[src/rtl/collision_probe.sv]
// Eight-point collision probe around a 16x16 character against a 20x15 tile map.
// Define COLLISION_SCREEN_EDGE_EN to make off-screen probe points count as solid.
module collision_probe (
    input  logic       clock,
    input  logic       reset,
    input  logic       enable,
    input  logic [7:0] x_position,
    input  logic [7:0] y_position,
    output logic [8:0] map_addr,
    output logic       map_rd,
    input  logic       map_data,
    output logic       left_blocked,
    output logic       right_blocked,
    output logic       up_blocked,
    output logic       down_blocked,
    output logic       done
);

    typedef enum logic [1:0] {
        S_IDLE,
        S_PROBE,
        S_CAPTURE,
        S_DONE
    } state_t;

    localparam logic signed [9:0] X_LIMIT = 10'sd160;
    localparam logic signed [9:0] Y_LIMIT = 10'sd120;

    state_t      state_q, state_d;
    logic [2:0]  idx_q, idx_d;
    logic [7:0]  x_q, x_d;
    logic [7:0]  y_q, y_d;
    // Bit order for shadow and flags: 0 up, 1 down, 2 left, 3 right.
    logic [3:0]  shadow_q, shadow_d;
    logic [3:0]  flags_q, flags_d;
    logic        pend_q, pend_d;
    logic [1:0]  pend_dir_q, pend_dir_d;

    logic signed [9:0] px, py;
    logic              oor;
    logic [8:0]        probe_addr;

    function automatic logic signed [9:0] probe_dx(input logic [2:0] k);
        case (k)
            3'd1, 3'd3: probe_dx = 10'sd15;
            3'd4, 3'd5: probe_dx = -10'sd1;
            3'd6, 3'd7: probe_dx = 10'sd16;
            default:    probe_dx = 10'sd0;
        endcase
    endfunction

    function automatic logic signed [9:0] probe_dy(input logic [2:0] k);
        case (k)
            3'd0, 3'd1: probe_dy = -10'sd1;
            3'd2, 3'd3: probe_dy = 10'sd16;
            3'd5, 3'd7: probe_dy = 10'sd15;
            default:    probe_dy = 10'sd0;
        endcase
    endfunction

    // row*20 + col as (row<<4) + (row<<2) + col; only meaningful for on-screen points.
    function automatic logic [8:0] tile_addr(input logic signed [9:0] tx,
                                             input logic signed [9:0] ty);
        logic [6:0] row;
        logic [6:0] col;
        row = ty[9:3];
        col = tx[9:3];
        tile_addr = 9'({row, 4'b0000} + {2'b00, row, 2'b00} + {4'b0000, col});
    endfunction

    function automatic logic out_of_range(input logic signed [9:0] tx,
                                          input logic signed [9:0] ty);
        out_of_range = (tx < 10'sd0) || (tx >= X_LIMIT) ||
                       (ty < 10'sd0) || (ty >= Y_LIMIT);
    endfunction

    always_comb begin
        px         = $signed({2'b00, x_q}) + probe_dx(idx_q);
        py         = $signed({2'b00, y_q}) + probe_dy(idx_q);
        oor        = out_of_range(px, py);
        probe_addr = tile_addr(px, py);
    end

    always_comb begin
        state_d = state_q;
        idx_d   = idx_q;
        unique case (state_q)
            S_IDLE: begin
                if (enable) begin
                    state_d = S_PROBE;
                    idx_d   = 3'd0;
                end
            end
            S_PROBE: begin
                if (idx_q == 3'd7) begin
                    state_d = S_CAPTURE;
                    idx_d   = 3'd0;
                end else begin
                    idx_d = idx_q + 3'd1;
                end
            end
            S_CAPTURE: state_d = S_DONE;
            S_DONE: begin
                if (!enable) state_d = S_IDLE;
            end
            default: state_d = S_IDLE;
        endcase
    end

    always_comb begin
        x_d = x_q;
        y_d = y_q;
        if (state_q == S_IDLE && enable) begin
            x_d = x_position;
            y_d = y_position;
        end
    end

    always_comb begin
        map_addr   = 9'd0;
        map_rd     = 1'b0;
        pend_d     = 1'b0;
        pend_dir_d = idx_q[2:1];
        shadow_d   = shadow_q;
        flags_d    = flags_q;

        if (state_q == S_PROBE) begin
            map_addr = probe_addr;
            map_rd   = !oor;
            pend_d   = !oor;
`ifdef COLLISION_SCREEN_EDGE_EN
            if (oor) shadow_d[idx_q[2:1]] = 1'b1;
`endif
        end

        // Read data returns one cycle after its strobe; the last one lands in CAPTURE.
        if (pend_q && map_data) shadow_d[pend_dir_q] = 1'b1;

        if (state_q == S_IDLE && enable) shadow_d = 4'd0;

        // Load from shadow_d so the final probe's data, arriving this cycle, is included.
        if (state_q == S_CAPTURE) flags_d = shadow_d;
    end

    always_ff @(posedge clock) begin
        if (reset) begin
            state_q    <= S_IDLE;
            idx_q      <= 3'd0;
            shadow_q   <= 4'd0;
            flags_q    <= 4'd0;
            pend_q     <= 1'b0;
            pend_dir_q <= 2'd0;
        end else begin
            state_q    <= state_d;
            idx_q      <= idx_d;
            shadow_q   <= shadow_d;
            flags_q    <= flags_d;
            pend_q     <= pend_d;
            pend_dir_q <= pend_dir_d;
        end
    end

    always_ff @(posedge clock) begin
        x_q <= x_d;
        y_q <= y_d;
    end

    assign up_blocked    = flags_q[0];
    assign down_blocked  = flags_q[1];
    assign left_blocked  = flags_q[2];
    assign right_blocked = flags_q[3];
    assign done          = (state_q == S_DONE);

endmodule
[config.mk]
export PLATFORM = sky130hd
export DESIGN_NAME = collision_probe
export DESIGN_NICKNAME = d
export VERILOG_FILES = /design/src/rtl/collision_probe.sv
export SDC_FILE = /design/constraint.sdc
export NUM_CORES = 1
export LEC_CHECK = 0
export ABC_AREA = 1
export BUFFER_PORTS_ARGS = -buffer_cell sky130_fd_sc_hd__buf_2
export CAP_MARGIN = 25
export CORE_UTILIZATION = 50
export CTS_BUF_LIST = sky130_fd_sc_hd__clkbuf_8 sky130_fd_sc_hd__clkbuf_16
export DETAILED_ROUTE_END_ITERATION = 7
export HOLD_SLACK_MARGIN = 0.02
export PLACE_DENSITY = 0.82
export SYNTH_ARGS = -nofsm -noshare
export SYNTH_HDL_FRONTEND = slang
export SYNTH_SLANG_ARGS = --single-unit
[constraint.sdc]
create_clock -name clock -period 13.1 [get_ports clock]
set_input_delay 2.62 -clock clock [delete_from_list [all_inputs] [get_ports clock]]
set_output_delay 2.62 -clock clock [all_outputs]
set_load 0.01 [all_outputs]
Word-level counts from Yosys, hierarchy flattened
Cells that the tools add are included.
- $add $sub $neg: 5
- order comparisons: 6
- eq/ne operators: 13
- muxes and demuxes: 15
- bitwise operators: 1
- reductions and logical operators: 18
- operators with widths (operator ; count):
    $pmux 10 s3 ; 2
    $add 9x10->10 ; 2
    $lt 10x1->1 const B ; 2
    $eq 3x3->1 const B ; 4
    $reduce_or 2->1 ; 6
    $ge 10x8->1 const B ; 1
    $ge 10x9->1 const B ; 1
    $add 9x7->9 ; 1
    $add 9x9->9 ; 1
    $mux 9 ; 1
    $mux 4 ; 2
    $pmux 2 s4 ; 1
    $eq 3x2->1 const B ; 2
    $mux 2 ; 3
    $mux 3 ; 2
    $ne 2x2->1 const B ; 3
    $pmux 3 s2 ; 1
    $eq 2x2->1 const B ; 2
    $or 4x4->4 ; 1
    $add 3x1->3 const B ; 1
    $eq 3x1->1 const B ; 1
    $logic_and 1x1->1 ; 3
    $logic_not 3->1 ; 1
    $logic_or 1x1->1 ; 3
    other kinds (10) ; 11
- bits in registers: 32
- input bits: 20
- output and inout port bits: 15
- word-level logic and storage cells: 66

Longest topological paths before layout
Gate-level depths: netlist of the first run.
- depth in word-level cells: 10
- gate-level depth with buffers: 28
- mapped depth without buffers: 28

Least setup slack after synthesis of the first run
Ideal clock, no wire load.
- path type: reg2out
- start: register idx_q[2]
- end: output port map_addr[8]
- data arrival time: 3467 ps
- data required time: 10480 ps
- path slack: 7013 ps
- stages on the path, launching flop included: 25
- path buffers: 0
- path through: dfxtp_1 -> nor2_1 -> a21oi_1 -> inv_1 -> ha_1 -> inv_1 -> fa_1 -> inv_1 -> nand2_1 -> nand3_1 -> nand2_1 -> nand2_1 -> inv_1 -> fa_1 -> inv_1 -> ha_1 -> inv_1 -> nor2_1 -> nor2_1 -> nor2_1 -> inv_1 -> nand2_1 -> a21oi_1 -> a21oi_1 -> nor2_1
- cells in the longest elaborated chain, start to end: 7
- elaborated cells on any way between the ends: 21
- classes of those cells: add/sub (4); eq/ne (7); mux (3); reduce/logical (7)
- RTL lines (item ; RTL line ; source):
    start: declaration ; 30 ; logic [2:0] idx_q, idx_d;
    start signal: assignment ; 155 ; idx_q <= idx_d;
    $eq 3x3->1 (tied with other cells) ; 44, 53 ;
    $reduce_or 2->1 ; 53 ; case (k)
    $pmux 10 s3 ; 53 ;
    $add 9x10->10 ; 79 ; py = $signed({2'b00, y_q}) + probe_dy(idx_q);
    $add 9x9->9 ; 68 ; tile_addr = 9'({row, 4'b0000} + {2'b00, row, 2'b00} + {4'b0000, col});
    $add 9x7->9 (*) ; 68 ;
    $mux 9 (*) ; 127 ; if (state_q == S_PROBE) begin
    end: declaration ; 9 ; output logic [8:0] map_addr,
Mark *: on every way between the ends. The rest lies on a longest branch, timed or not.

Worst setup path in the final report of the first run
Same ends and word-level chain as after synthesis.

==> results of run 1 <==
## path summary, 6_finish.rpt
kind                                         startpoint                       to  slack, ps
worst max register to register    idx_q[2]$_SDFFE_PP0P_        pend_q$_SDFF_PP0_      10240
worst min-delay path            flags_q[3]$_SDFFE_PP0P_  flags_q[3]$_SDFFE_PP0P_        530
worst max-delay path              idx_q[2]$_SDFFE_PP0P_              map_addr[8]       6300
worst min register to register  flags_q[3]$_SDFFE_PP0P_  flags_q[3]$_SDFFE_PP0P_        530
## state kept, by name (all words and copies together), names as in the netlist
name        flops
flags_q         4
pend_q          1
shadow_q        4
idx_q           3
x_q             8
pend_dir_q      2
y_q             8
state_q         2
## cell usage after synthesis
master | count | area, µm²
a211oi_1 | 2 | 15.0
a21oi_1 | 20 | 100
a31oi_1 | 1 | 6.26
clkbuf_1 | 2 | 7.51
dfxtp_1 | 16 | 320
dlygate4sd1_1 | 1 | 8.76
edfxtp_1 | 16 | 480
fa_1 | 4 | 80.1
ha_1 | 31 | 388
inv_1 | 70 | 263
inv_2 | 1 | 3.75
nand2_1 | 86 | 323
nand2_2 | 5 | 31.3
nand2_4 | 1 | 11.3
nand3_1 | 29 | 145
nand3_2 | 2 | 20.0
nand3b_1 | 3 | 22.5
nand4_1 | 5 | 31.3
nor2_1 | 33 | 124
nor2_2 | 1 | 6.26
nor3_1 | 3 | 15.0
o2111ai_1 | 1 | 8.76
o21a_1 | 1 | 7.51
o21ai_0 | 19 | 95.1
o21ai_2 | 4 | 35.0
o21bai_1 | 2 | 15.0
xor2_1 | 1 | 8.76
## metal layers
metal	GRT usage	wire, µm	up-vias
met4	0.105	130	0
met3	0.0261	164	13
met1	0.264	2540	1051
met5	0	0	-
met2	0.362	2550	57
li1	-	-	1236
## power groups by stage
stage | Clock (mW) | Combinational (mW) | Sequential, mW
finish | 0.0682 | 0.313 | 0.142
CTS | 0.0701 | 0.314 | 0.142
floorplan | 0 | 0.235 | 0.142
global placement | 0 | 0.300 | 0.142
detailed placement | 0 | 0.312 | 0.143
global route | 0.0734 | 0.361 | 0.144
## area by class of cell
cell class                      count  area share
Multi-Input combinational cell    254       0.515
Inverter                           71      0.0922
Sequential cell                    32       0.277
Clock buffer                        5      0.0238
Tap cell                           67      0.0290
Timing Repair Buffer               34      0.0589
Clock inverter                      3     0.00390
## metrics by stage
| step | cell area [µm²] | hold WS (ps) | power (mW) | util | setup WS [ps] |
|---|---|---|---|---|---|
| final | 2890 | 528 | 0.523 | 0.596 | 6300 |
| after floorplan | 2570 | 465 | 0.377 | - | 7010 |
| after global routing | 2890 | 557 | 0.578 | 0.596 | 5890 |
| after detailed placement | 2810 | 505 | 0.456 | 0.580 | 6600 |
| after global placement | 2810 | 503 | 0.442 | 0.580 | 6720 |
| after CTS | 2890 | 517 | 0.525 | 0.596 | 6280 |
## cell families (layout without fill, tap and decap cells)
group	Yosys count	in the layout	synth area share
buffers and inverters	74	113	0.110
AO/OA/AOI/OAI	50	50	0.110
flip-flops	32	32	0.311
adder cells (fa/ha/maj)	35	35	0.182
AND/OR/NAND/NOR	168	168	0.284
XOR/XNOR	1	1	0.00341
## worst max-delay path, cell delays in order (launching register included)
cell,delay [ps]
dfxtp_1,380
nor2_1,400
a21oi_1,160
inv_1,160
ha_1,210
inv_1,70
fa_1,360
inv_1,80
nand2_1,70
nand3_1,70
nand2_1,50
nand2_1,100
inv_1,70
fa_1,530
inv_1,40
ha_1,270
inv_1,100
nor2_1,60
nor2_1,120
nor2_1,50
inv_1,60
nand2_1,50
a21oi_1,150
nand3_1,90
nand2_1,60
nor2_1,40
buf_2,130
==> impl_metrics.yaml, run 1 <==
timing:
  rsz0062_at_grt: "false"
  setup-violations-final: 0
  period_share: 0.519
  period_minus_slack_ps: 6800
  fin_setup_tns_ps: 0
  max_clock_freq_mhz: 147
  skew_ps: 3.97
  worst_pin_slew_ps: 637
  slew_violations: 0
  slew_headroom: 0.575
  hold_viol_final: 0
global_route:
  overflow: 0
  antenna_found_initial: 0
  grt_usage: 0.212
  grt_pass1_vias: 2119
  grt_max_degree: 17
  grt_pass1_wl_um: 8830
layout:
  seq_area_um2: 801
  finalNetCount: 453
  num-fill-cells: 440
  multiInputGateArea_um2: 1490
  area_growth_pct: 12.4
  layout_commonest_cell: "nand2_1"
  fin_cells: 466
  drive_gt1_frac: 0.133
  most-common-layout-cells: "nand2_1, inv_1, buf_2"
  diodes: 0
floorplan:
  chipHeight_um: 73.7
  initial_utilization: 0.531
  die_w_um: 73.7
  rows: 25
  die_area_um2: 5440
  num_io_pins: 35
  core-area_um2: 4850
power:
  p_clk_frac: 0.131
  combPwrFrac: 0.599
  p_int_uw: 278
  seqPwrFrac: 0.271
  p_sw_uw: 245
  max-vdd-ir-drop_v: 0.000107
  leakagePower_nw: 1.58
  switching_share: 0.468
  power.density_nw_per_um2: 181
synth:
  ys_warn_count: 0
  mappedNetlistArea_um2: 2570
  synthCells: 360
  ys_types: 27
  synth_nets: 415
  postSynthAreaPerCell_um2: 7.15
  ys_ff_latch: 32
  synth-seq-area-share: 0.311
placed_design:
  dp_hpwl_um: 4420
  io_buffers: 34
  place.gp.congestion: 0.864
  dp.cells: 458
setup_path:
  worstSetupPathType: "reg2out"
  cp-start-kind: "flop"
  worstRegToRegCells: 19
  critPathRequiredTime_ps: 10480
  crit_path_end_kind: "output port"
  path_max_fanout: 8
  cp.arrival_ps: 4180
outcome:
  run_status: "finished clean"
drt:
  drt_first_iter_violations: 110
  dr.pass1.iters: 4
  drc_errors: 0
  avgRoutedWirePerCell_um: 11.6
  via_count: 2357
  routed_wl_um: 5390
  avgViaCountPerCell: 5.06
  postRouteAntennaNets: 0
clock_tree:
  ctsHoldBuffers: 0
  cts_buffers: 5
  cts_setup_buffers: 0
  clock_latency_ps: 280
  post_cts_resized: 0
  cts_max_level: 2
  cts_root_buf: "clkbuf_8"
  clk_pin_slew_worst_paths_ps: 60
  cts.sinks: 32
  cts_tree: "yes"
  clk_path_buf_depth: 2
min_path:
  hold_class: "reg2reg"
  hold_depth: 2
run:
  drv_cap: 0
(Power assumes the default switching activity.)
==> run 2: changes to the inputs <==
ABC_AREA = 0   (was 1)
clock period = 6.7 ns   (was 13.1 ns; I/O delays follow)
==> impl_metrics.yaml, run 2 <==
outcome:
  run_status: "finished clean"
clock_tree:
  post_cts_resized: 0
  cts_root_buf: "clkbuf_8"
  cts_tree: "yes"
  clock_latency_ps: 280
  ctsHoldBuffers: 0
  cts.sinks: 32
  clk_pin_slew_worst_paths_ps: 70
  clk_path_buf_depth: 2
  cts_max_level: 2
  cts_buffers: 5
  cts_setup_buffers: 0
drt:
  via_count: 2007
  routed_wl_um: 4670
  avgViaCountPerCell: 5.32
  drt_first_iter_violations: 104
  drc_errors: 0
  dr.pass1.iters: 4
  avgRoutedWirePerCell_um: 12.4
  postRouteAntennaNets: 0
setup_path:
  crit_path_end_kind: "output port"
  path_buf_inv: 3
  crit_path_frequent_cell: "ha_1"
  critPathRequiredTime_ps: 5360
  worstSetupPathType: "reg2out"
  slowest_delay_ps: 500
  cp-start-kind: "flop"
  path_max_fanout: 11
  slowest_stage: "dfxtp_1"
  cpLargestDelayFamily: "compound AO/OA/AOI/OAI gates"
  path_cells: "nor2b_4 -> nor2_1 -> inv_1 -> ha_1 -> ha_1 -> nor3_1 -> o31ai_1 -> a21oi_2 -> a211oi_1 -> and2b_2 -> fa_1 -> inv_1 -> ha_1 -> o21ai_0 -> o21bai_1 -> a21oi_1 -> xnor2_1 -> xnor2_1 -> and2_1 -> buf_2"
  cp.arrival_ps: 4830
floorplan:
  num_io_pins: 35
  rows: 25
  core-area_um2: 4820
  die_w_um: 73.4
  die_area_um2: 5380
  chipHeight_um: 73.4
  initial_utilization: 0.529
timing:
  slew_headroom: 0.566
  skew_ps: 5.73
  period_minus_slack_ps: 6170
  hold_viol_final: 0
  max_clock_freq_mhz: 162
  rsz0062_at_grt: "false"
  period_share: 0.921
  slew_violations: 0
  fin_setup_tns_ps: 0
  worst_pin_slew_ps: 651
  setup-violations-final: 0
  setup_ws_ps: 528
global_route:
  grt_pass1_wl_um: 7730
  grt_usage: 0.186
  overflow: 0
  antenna_found_initial: 0
  grt_max_degree: 17
  grt_pass1_vias: 1832
synth:
  postSynthAreaPerCell_um2: 9.37
  synth-seq-area-share: 0.314
  synth_top_flop_cell: "edfxtp_1"
  yosysMostFrequentCell: "nor2_1"
  synth_top_cell_area_share: 0.189
  synthTopCellsByArea: "edfxtp_1, ha_1, dfxtp_1"
  ys_warn_count: 0
  ys_types: 58
  async_reset_ff_frac: 0
  ys_ff_latch: 32
  synthTopCellsByCount: "nor2_1, ha_1, inv_1, a21oi_1"
  yosysTopAreaCell: "edfxtp_1"
  synth_nets: 327
  synthCells: 272
  mappedNetlistArea_um2: 2550
  synth_edf_count: 16
layout:
  fin_util: 0.597
  diodes: 0
  biggestRegsByFlops: "x_q x8, y_q x8"
  finalNetCount: 364
  drive_gt1_frac: 0.194
  most-common-layout-cells: "nor2_1, buf_2, ha_1"
  area_growth_pct: 12.9
  fin_cells: 377
placed_design:
  post-place-ws_ps: 855
  place.gp.congestion: 0.921
  io_buffers: 34
  dp_hpwl_um: 3700
  dp.cells: 369
min_path:
  hold_class: "reg2reg"
power:
  power.density_nw_per_um2: 401
  max-vdd-ir-drop_v: 0.000196
  leakagePower_nw: 1.29
  p_total_mw: 1.15
run:
  drv_cap: 0
## run 2: final timing paths
check,startpoint,end,slack [ps],cells past startpoint
worst max-delay path,idx_q[2]$_SDFFE_PP0P_,map_addr[8],530,20
worst min-delay path,shadow_q[1]$_SDFF_PP0_,shadow_q[1]$_SDFF_PP0_,450,2
worst max register to register,idx_q[2]$_SDFFE_PP0P_,pend_q$_SDFF_PP0_,3370,10
worst min register to register,shadow_q[1]$_SDFF_PP0_,shadow_q[1]$_SDFF_PP0_,450,2
## run 2: cell type report
class	instances	area (µm²)
repair buffers	35	178
flip-flops and latches	32	801
well taps	67	83.8
fillers	435	1940
multi-input cells	208	1610
clock inverters	3	38.8
clock buffers	5	68.8
inverters	27	101
## run 2: worst reg2reg max path: cells and delay by family, from the launching register on
family / cells / cell delay (ps)
and+or+nand+nor: 3 / 870
adders and majority gates: 1 / 380
AOI/OAI and AO/OA: 2 / 570
buffers and inverters: 2 / 290
DFF: 1 / 500
muxes: 2 / 620
## run 2: kinds of logic (layout without fill, tap and decap cells)
| group | count (synthesis) | in the layout | synth area share |
|---|---|---|---|
| xor+xnor | 17 | 17 | 0.0614 |
| compound gates | 60 | 60 | 0.172 |
| flops | 32 | 32 | 0.314 |
| mux | 6 | 6 | 0.0241 |
| buf+inv | 32 | 70 | 0.0555 |
| simple gates | 90 | 90 | 0.189 |
| fa+ha+maj | 35 | 35 | 0.184 |
## run 2: where the power goes
group | internal (mW) | switching (mW) | total [mW] | leakage [nW]
combinational | 0.318 | 0.384 | 0.702 | 0.954
sequential | 0.248 | 0.0225 | 0.271 | 0.282
clock | 0.109 | 0.0705 | 0.179 | 0.0593
total | 0.675 | 0.477 | 1.15 | 1.29
## run 2: per-layer routing
metal / wire length, µm / up-vias / track usage / share of wire
met5: 0 / - / 0 / 0
met4: 78 / 0 / 0.0791 / 0.017
met3: 176 / 7 / 0.0329 / 0.038
met2: 2260 / 41 / 0.323 / 0.48
met1: 2150 / 929 / 0.226 / 0.46
li1: - / 1030 / - / -
## run 2: stage by stage
step	area, µm²	hold slack, ps
2_1_floorplan	2550	424
3_3_place_gp	2770	435
3_5_place_dp	2770	441
4_1_cts	2880	457
5_1_grt	2880	509
6_report	2880	453
==> run 3: changes to the inputs <==
RECOVER_POWER = 100   (was unset)
==> impl_metrics.yaml, run 3 (synthesized netlist as in run 2, its figures left out) <==
outcome:
  run_status: "finished clean"
timing:
  slew_headroom: 0.570
  worst_pin_slew_ps: 644
  period_minus_slack_ps: 6200
  hold_viol_final: 0
  skew_ps: 6.80
  whs_ps: 453
  period_share: 0.926
  setup-violations-final: 0
  fin_setup_tns_ps: 0
  rsz0062_at_grt: "false"
  max_clock_freq_mhz: 161
  slew_violations: 0
drt:
  via_count: 2007
  dr.pass1.iters: 4
  avgRoutedWirePerCell_um: 12.4
  drc_errors: 0
  avgViaCountPerCell: 5.32
  routed_wl_um: 4680
  drt_first_iter_violations: 101
  postRouteAntennaNets: 0
clock_tree:
  ctsHoldBuffers: 0
  clk_path_buf_depth: 2
  clock_latency_ps: 280
  cts_setup_buffers: 0
  cts_root_buf: "clkbuf_8"
  cts_tree: "yes"
  post_cts_resized: 0
  cts.sinks: 32
  cts_max_level: 2
  clk_pin_slew_worst_paths_ps: 70
  cts_buffers: 5
setup_path:
  crit_path_end_kind: "output port"
  path_max_fanout: 11
  cp.arrival_ps: 4860
  worstSetupPathType: "reg2out"
  critPathRequiredTime_ps: 5360
  cp-start-kind: "flop"
power:
  seqPwrFrac: 0.237
  p_int_uw: 665
  max-vdd-ir-drop_v: 0.000192
  power.density_nw_per_um2: 401
  switching_share: 0.419
  p_clk_frac: 0.157
  combPwrFrac: 0.606
  leakagePower_nw: 1.24
  p_total_mw: 1.14
  p_sw_uw: 480
layout:
  area_growth_pct: 12.1
  diodes: 0
  biggestRegsByFlops: "x_q x8, y_q x8"
  num-fill-cells: 442
  drive_gt1_frac: 0.139
  fin_cells: 377
  layout_commonest_cell: "nor2_1"
  finalNetCount: 364
  fin_util: 0.593
  most-common-layout-cells: "nor2_1, ha_1, inv_1"
floorplan:
  rows: 25
  initial_utilization: 0.529
  die_w_um: 73.4
  num_io_pins: 35
  die_area_um2: 5380
  core-area_um2: 4820
  chipHeight_um: 73.4
placed_design:
  dp_hpwl_um: 3700
  io_buffers: 34
  dp.cells: 369
  place.gp.congestion: 0.921
global_route:
  grt_pass1_vias: 1832
  grt_usage: 0.186
  antenna_found_initial: 0
  grt_pass1_wl_um: 7730
  grt_max_degree: 17
  overflow: 0
min_path:
  hold_class: "reg2reg"
run:
  drv_cap: 0
-- run 3: path summary, 6_finish.rpt --
| kind | from | to | slack, ps | cells after the start |
|---|---|---|---|---|
| worst max-delay path | idx_q[2]$_SDFFE_PP0P_ | map_addr[8] | 500 | 20 |
| worst min-delay path | shadow_q[1]$_SDFF_PP0_ | shadow_q[1]$_SDFF_PP0_ | 450 | 2 |
| worst max register to register | idx_q[2]$_SDFFE_PP0P_ | pend_q$_SDFF_PP0_ | 3320 | 10 |
| worst min register to register | shadow_q[1]$_SDFF_PP0_ | shadow_q[1]$_SDFF_PP0_ | 450 | 2 |
-- run 3: power groups by stage --
stage | Sequential [mW] | Clock (mW) | Combinational [mW]
final | 0.271 | 0.180 | 0.694
after detailed placement | 0.276 | 0 | 0.703
after floorplan | 0.268 | 0 | 0.553
after CTS | 0.272 | 0.183 | 0.709
after global routing | 0.274 | 0.191 | 0.788
after global placement | 0.273 | 0 | 0.686
-- run 3: layer usage --
| layer | routed length, µm | vias to the layer above | GRT usage |
|---|---|---|---|
| li1 | - | 1030 | - |
| met1 | 2160 | 927 | 0.226 |
| met2 | 2260 | 43 | 0.323 |
| met3 | 185 | 7 | 0.0329 |
| met4 | 78 | 0 | 0.0791 |
| met5 | 0 | - | 0 |
-- run 3: final cells by class --
class,count,area (µm²),area share
Clock buffer,5,68.8,0.0241
Timing Repair Buffer,35,160,0.0561
Tap cell,67,83.8,0.0293
Clock inverter,3,38.8,0.0136
Multi-Input combinational cell,208,1600,0.561
Inverter,27,101,0.0355
Sequential cell,32,801,0.280
-- run 3: worst max-delay path, stage by stage, from the launching register on --
cell and delay (ps):
dfxtp_1 500, nor2b_4 410, nor2_1 140, inv_1 140
ha_1 210, ha_1 180, nor3_1 50, o31ai_1 380
a21oi_2 120, a211oi_1 270, and2b_2 260, fa_1 500
inv_1 40, ha_1 340, o21ai_0 220, o21bai_1 90
a21oi_1 180, xnor2_1 150, xnor2_1 130, and2_1 130
clkbuf_1 140
-- run 3: metrics by stage --
step | worst slack [ps] | cell area (µm²)
2_1_floorplan | 1390 | 2550
3_3_place_gp | 1040 | 2770
3_5_place_dp | 855 | 2770
4_1_cts | 538 | 2880
5_1_grt | 86.9 | 2860
6_report | 497 | 2860
